File: src/rtl/restoring_divider.sv
// Multi-cycle unsigned restoring divider: one quotient bit per clock, fixed WIDTH-cycle latency.
// Define DIV_ZERO_FAST_EN to finish B=0 requests in one cycle and raise div_by_zero.
module restoring_divider #(
    parameter int WIDTH = 8
) (
    input  logic             Clock,
    input  logic             Resetn,
    input  logic             start,
    input  logic [WIDTH-1:0] A,
    input  logic [WIDTH-1:0] B,
    output logic             busy,
    output logic             done,
    output logic [WIDTH-1:0] quotient,
    output logic [WIDTH-1:0] remainder,
    output logic             div_by_zero
);

    typedef enum logic [1:0] {
        IDLE = 2'd0,
        RUN  = 2'd1,
        DONE = 2'd2
    } state_t;

    localparam int CW = $clog2(WIDTH + 1);

    state_t           state;
    state_t           state_nxt;
    logic [WIDTH-1:0] rem_q;
    logic [WIDTH-1:0] dvd_q;
    logic [WIDTH-1:0] dsr_q;
    logic [CW-1:0]    cnt_q;

    logic [WIDTH:0]   shifted;
    logic [WIDTH:0]   trial;
    logic             q_bit;
    logic [WIDTH-1:0] rem_nxt;
    logic [WIDTH-1:0] dvd_nxt;
    logic             last_step;
    logic             fast_zero;
    logic             accept;

`ifdef DIV_ZERO_FAST_EN
    assign fast_zero = (B == '0);
`else
    assign fast_zero = 1'b0;
`endif

    assign accept    = (state == IDLE) && start;
    assign last_step = (cnt_q == CW'(WIDTH - 1));

    // One restoring step: dvd_q doubles as the quotient shift register as dividend bits leave it.
    always_comb begin
        shifted = {rem_q, dvd_q[WIDTH-1]};
        trial   = shifted - {1'b0, dsr_q};
        q_bit   = ~trial[WIDTH];
        rem_nxt = q_bit ? trial[WIDTH-1:0] : shifted[WIDTH-1:0];
        dvd_nxt = {dvd_q[WIDTH-2:0], q_bit};
    end

    // NOTE: sequential state uses non-blocking assignments so every register samples pre-edge values.
    always_ff @(posedge Clock or negedge Resetn) begin
        if (!Resetn) begin
            state <= IDLE;
        end else begin
            state <= state_nxt;
        end
    end

    // NOTE: default assignment first so no path through this block leaves state_nxt unassigned (no latch).
    always_comb begin
        state_nxt = state;
        unique case (state)
            IDLE: if (start) state_nxt = fast_zero ? DONE : RUN;
            RUN:  if (last_step) state_nxt = DONE;
            DONE: state_nxt = IDLE;
            default: state_nxt = IDLE;
        endcase
    end

    always_comb begin
        busy = (state == RUN);
        done = (state == DONE);
    end

    always_ff @(posedge Clock or negedge Resetn) begin
        if (!Resetn) begin
            rem_q     <= '0;
            dvd_q     <= '0;
            dsr_q     <= '0;
            cnt_q     <= '0;
            quotient  <= '0;
            remainder <= '0;
        end else begin
            if (accept) begin
                dvd_q <= A;
                dsr_q <= B;
                rem_q <= '0;
                cnt_q <= '0;
                if (fast_zero) begin
                    quotient  <= '1;
                    remainder <= A;
                end
            end else if (state == RUN) begin
                rem_q <= rem_nxt;
                dvd_q <= dvd_nxt;
                cnt_q <= cnt_q + CW'(1);
                // Results are published only on the final step and held through IDLE.
                if (last_step) begin
                    quotient  <= dvd_nxt;
                    remainder <= rem_nxt;
                end
            end
        end
    end

`ifdef DIV_ZERO_FAST_EN
    always_ff @(posedge Clock or negedge Resetn) begin
        if (!Resetn) begin
            div_by_zero <= 1'b0;
        end else if (accept) begin
            div_by_zero <= fast_zero;
        end
    end
`else
    assign div_by_zero = 1'b0;
`endif

endmodule

File: config.mk
export PLATFORM = sky130hd
export DESIGN_NAME = restoring_divider
export DESIGN_NICKNAME = d
export VERILOG_FILES = /design/src/rtl/restoring_divider.sv
export SDC_FILE = /design/constraint.sdc
export NUM_CORES = 1
export LEC_CHECK = 0
export BUFFER_PORTS_ARGS = -buffer_cell sky130_fd_sc_hd__buf_2
export CAP_MARGIN = 40
export CORE_ASPECT_RATIO = 1.4
export CORE_MARGIN = 8
export CORE_UTILIZATION = 37
export CTS_BUF_LIST = sky130_fd_sc_hd__clkbuf_4 sky130_fd_sc_hd__clkbuf_8 sky130_fd_sc_hd__clkbuf_16
export CTS_CLUSTER_DIAMETER = 50
export DETAILED_ROUTE_END_ITERATION = 10
export GPL_TIMING_DRIVEN = 0
export PLACE_DENSITY = 0.53
export SKIP_LAST_GASP = 1
export SYNTH_ARGS = -nofsm -noshare
export SYNTH_HDL_FRONTEND = slang
export SYNTH_SLANG_ARGS = --single-unit
export TNS_END_PERCENT = 1
File: constraint.sdc
create_clock -name Clock -period 6.3 [get_ports Clock]
set_input_delay 0 -clock Clock [delete_from_list [all_inputs] [get_ports Clock]]
set_output_delay 0 -clock Clock [all_outputs]
set_load 0.02 [all_outputs]
==> impl_metrics.sql <==
INSERT INTO impl_metrics (metric_group, metric, value, unit) VALUES
('clock_network', 'cts.htree.levels', '2', ''),
('sta', 'max_freq', '366', 'MHz'),
('hold_path', 'min_to', 'dvd_q[3]', ''),
('clock_network', 'tritoncts.num_buffers', '5', ''),
('logic_synthesis', 'synth_flop_cell', 'dfrtp_1', ''),
('setup_path', 'crit_top_cell', 'inv_1', ''),
('logic_synthesis', 'synth_cell_type_count', '45', ''),
('logic_synthesis', 'synth_largest_type_area_fraction', '48.8', '%'),
('grt', 'track_usage', '12.6', '%'),
('sta', 'grt_setup_unrepaired', 'false', ''),
('grt', 'grt_busiest_layer', 'met2', ''),
('floorplanning', 'dieHeight', '110', 'um'),
('final_layout', 'synthToLayoutAreaGrowth', '22.3', '%'),
('logic_synthesis', 'synthXorXnorAreaFrac', '1.86', '%'),
('final_layout', 'final_area', '0.00289', 'mm^2'),
('logic_synthesis', 'yosys-mux-area-fraction', '3.66', '%'),
('placement', 'dpl.hpwl', '4220', 'um'),
('logic_synthesis', 'yosys_warnings', '0', ''),
('placement', 'count_of_buffers_inserted_at_the_top_level_ports', '36', ''),
('setup_path', 'critPathSlowestCell', 'a221o_2', ''),
('setup_path', 'regToRegSetupSlack', '3.57', 'ns'),
('run_status', 'outcome', 'finished, final reports clean', ''),
('hold_path', 'min_path_cells', '3', ''),
('clock_network', 'clock_latency', '0.30', 'ns'),
('final_layout', 'share_of_post_route_cells_with_drive_strength_above_1', '18.6', '%'),
('floorplanning', 'die_width', '83.5', 'um'),
('setup_path', 'worstPathBufferInverterCount', '3', ''),
('setup_path', 'critical-path-max-stage-delay', '0.44', 'ns'),
('setup_path', 'r2r_start', 'dvd_q[7]', ''),
('grt', 'first_global_vias', '1988', ''),
('drt', 'wl_per_cell', '15.0', 'um'),
('final_layout', 'layout.nets', '335', ''),
('clock_network', 'cts_tree', 'done', ''),
('logic_synthesis', 'synth_top_family_by_area', 'compound AO/OA/AOI/OAI gates', ''),
('logic_synthesis', 'synth_fa_ha_area_share', '5.62', '%'),
('logic_synthesis', 'post_synth_edffs', '0', ''),
('hold_path', 'worstHoldStart', 'A[3]', ''),
('clock_network', 'clk_transition_reported_paths', '0.08', 'ns'),
('pwr', 'vdd_ir_drop_max', '0.257', 'mV'),
('pwr', 'comb_power_share', '58.5', '%'),
('placement', 'gp_routability_congestion', '0.807', ''),
('pwr', 'post-layout-total-power', '1.73', 'mW'),
('grt', 'grtUsageMet3', '3.01', '%'),
('logic_synthesis', 'synth_nets', '277', ''),
('grt', 'grtUsageMet1', '13.8', '%'),
('placement', 'placedInstanceArea', '0.00265', 'mm^2'),
('logic_synthesis', 'postSynth.asyncResetShare', '100', '%'),
('setup_path', 'worst-endpoint-arrival', '2.90', 'ns'),
('drt', 'remaining_drc_errors', '0', ''),
('grt', 'grt.met2_usage', '22.7', '%'),
('clock_network', 'cts_root_buffer_type', 'clkbuf_8', ''),
('drt', 'routed_wirelength', '5690', 'um'),
('pwr', 'p_seq_share', '30.6', '%'),
('pwr', 'switching_power', '0.778', 'mW'),
('sta', 'pin_slew_with_the_least_headroom_to_its_limit', '0.547', 'ns'),
('final_layout', 'finalNonFillerCells', '379', ''),
('placement', 'placed_cells', '357', ''),
('final_layout', 'fillerInstances', '623', ''),
('floorplanning', 'ios', '38', ''),
('setup_path', 'worstRegToRegCells', '10', ''),
('sta', 'fin_crit_sh', '43.3', '%'),
('clock_network', 'cts_hold_buffers', '14', ''),
('logic_synthesis', 'synth.yosys.seq_area_share', '48.8', '%'),
('flow_run', 'cap_violations', '0', ''),
('setup_path', 'timing.critical_path.cells', 'inv_1 > ha_1 > inv_1 > fa_1 > a211oi_4 > o211ai_1 > a221o_2 > buf_6 > mux2i_1 > o21ai_1', ''),
('clock_network', 'cts_post_setup_buffers_inserted', '0', ''),
('setup_path', 'worst_ep_required_time', '6.47', 'ns'),
('logic_synthesis', 'synth-compound-area-share', '21.1', '%'),
('sta', 'totalNegativeSetupSlack', '0', 'ns'),
('drt', 'avgViaCountPerCell', '5.01', ''),
('pwr', 'pwr_density_cell', '599', 'mW/mm^2');
cells in the mapped netlist, drive strengths merged, types with 4 or more instances:
library cell / instances
a21oi: 14
a22oi: 7
buf: 4
clkbuf: 9
dfrtp: 46
ha: 9
inv: 13
mux2i: 6
nand2: 49
nand2b: 4
nor2: 6
nor2b: 11
o21ai: 38
xor2: 4
sequential cells by signal, summed over array words and instances (netlist names):
name	count
dsr_q	8
dvd_q	8
quotient	8
rem_q	8
remainder	8
cnt_q	4
state	2
worst max path at each step:
| stage | start | depth (start not counted) | to |
|---|---|---|---|
| final | dvd_q[7] | 10 | remainder[5] |
| after global routing | dvd_q[7] | 10 | remainder[5] |
| after CTS | dvd_q[7] | 10 | remainder[5] |
| after detailed placement | dvd_q[7] | 10 | remainder[5] |
| after global placement | dvd_q[7] | 10 | rem_q[5] |
| after floorplan | dvd_q[7] | 10 | rem_q[7] |
worst register-to-register path, stage by stage, from the launching register on:
cell	delay [ns]
dfrtp_1	0.39
inv_1	0.08
ha_1	0.18
inv_1	0.06
fa_1	0.43
a211oi_4	0.28
o211ai_1	0.13
a221o_2	0.44
buf_6	0.18
mux2i_1	0.32
o21ai_1	0.12
power by group through the flow:
stage / Clock, mW / Combinational (mW) / Sequential [mW]
after global placement: 0 / 1.00 / 0.534
final: 0.190 / 1.01 / 0.528
after global routing: 0.211 / 1.14 / 0.549
after detailed placement: 0 / 1.02 / 0.536
after floorplan: 0 / 0.728 / 0.560
after CTS: 0.199 / 1.03 / 0.530
placed cells by master (no fill, tap or decap), drive strengths merged, types with 4 or more instances in the layout:
cell type     n
clkbuf       16
buf          41
inv          13
dfrtp        46
xor2          4
nand2b        4
ha            9
nor2          6
a22oi         7
dlygate4sd3  14
mux2i         6
a21oi        14
o21ai        38
nand2        49
nor2b        11
layout make-up:
cell class / instances / area [um^2] / share of cell area (%)
flip-flops and latches: 46 / 1150 / 39.9
multi-input cells: 175 / 1090 / 37.9
repair buffers: 51 / 340 / 11.8
clock buffers: 7 / 90.1 / 3.12
well taps: 72 / 90.1 / 3.12
plain buffers: 13 / 63.8 / 2.21
inverters: 14 / 52.6 / 1.82
clock inverters: 1 / 5.00 / 0.173
logic make-up after synthesis:
kind of cell               count (synthesis)
AOI/OAI and AO/OA                         77
and+or+nand+nor                           74
DFF                                       46
buffers and inverters                     27
adders and majority gates                 10
muxes                                      8
xor gates and xnor gates                   5
other                                      1
through the flow:
| stage | setup slack [ns] | hold WS (ns) |
|---|---|---|
| after CTS | 3.55 | 0.0130 |
| after global placement | 3.64 | 0.206 |
| final | 3.57 | 0.0231 |
| after global routing | 3.42 | 0.0520 |
| after detailed placement | 3.59 | -0.0885 |
| after floorplan | 3.94 | -0.296 |
layer usage:
layer / vias to the layer above / wire (um)
li1: 968 / -
met1: 887 / 2380
met2: 34 / 2990
met3: 8 / 205
met4: 0 / 116
met5: - / 0
Power figures use the tool's default switching activity.
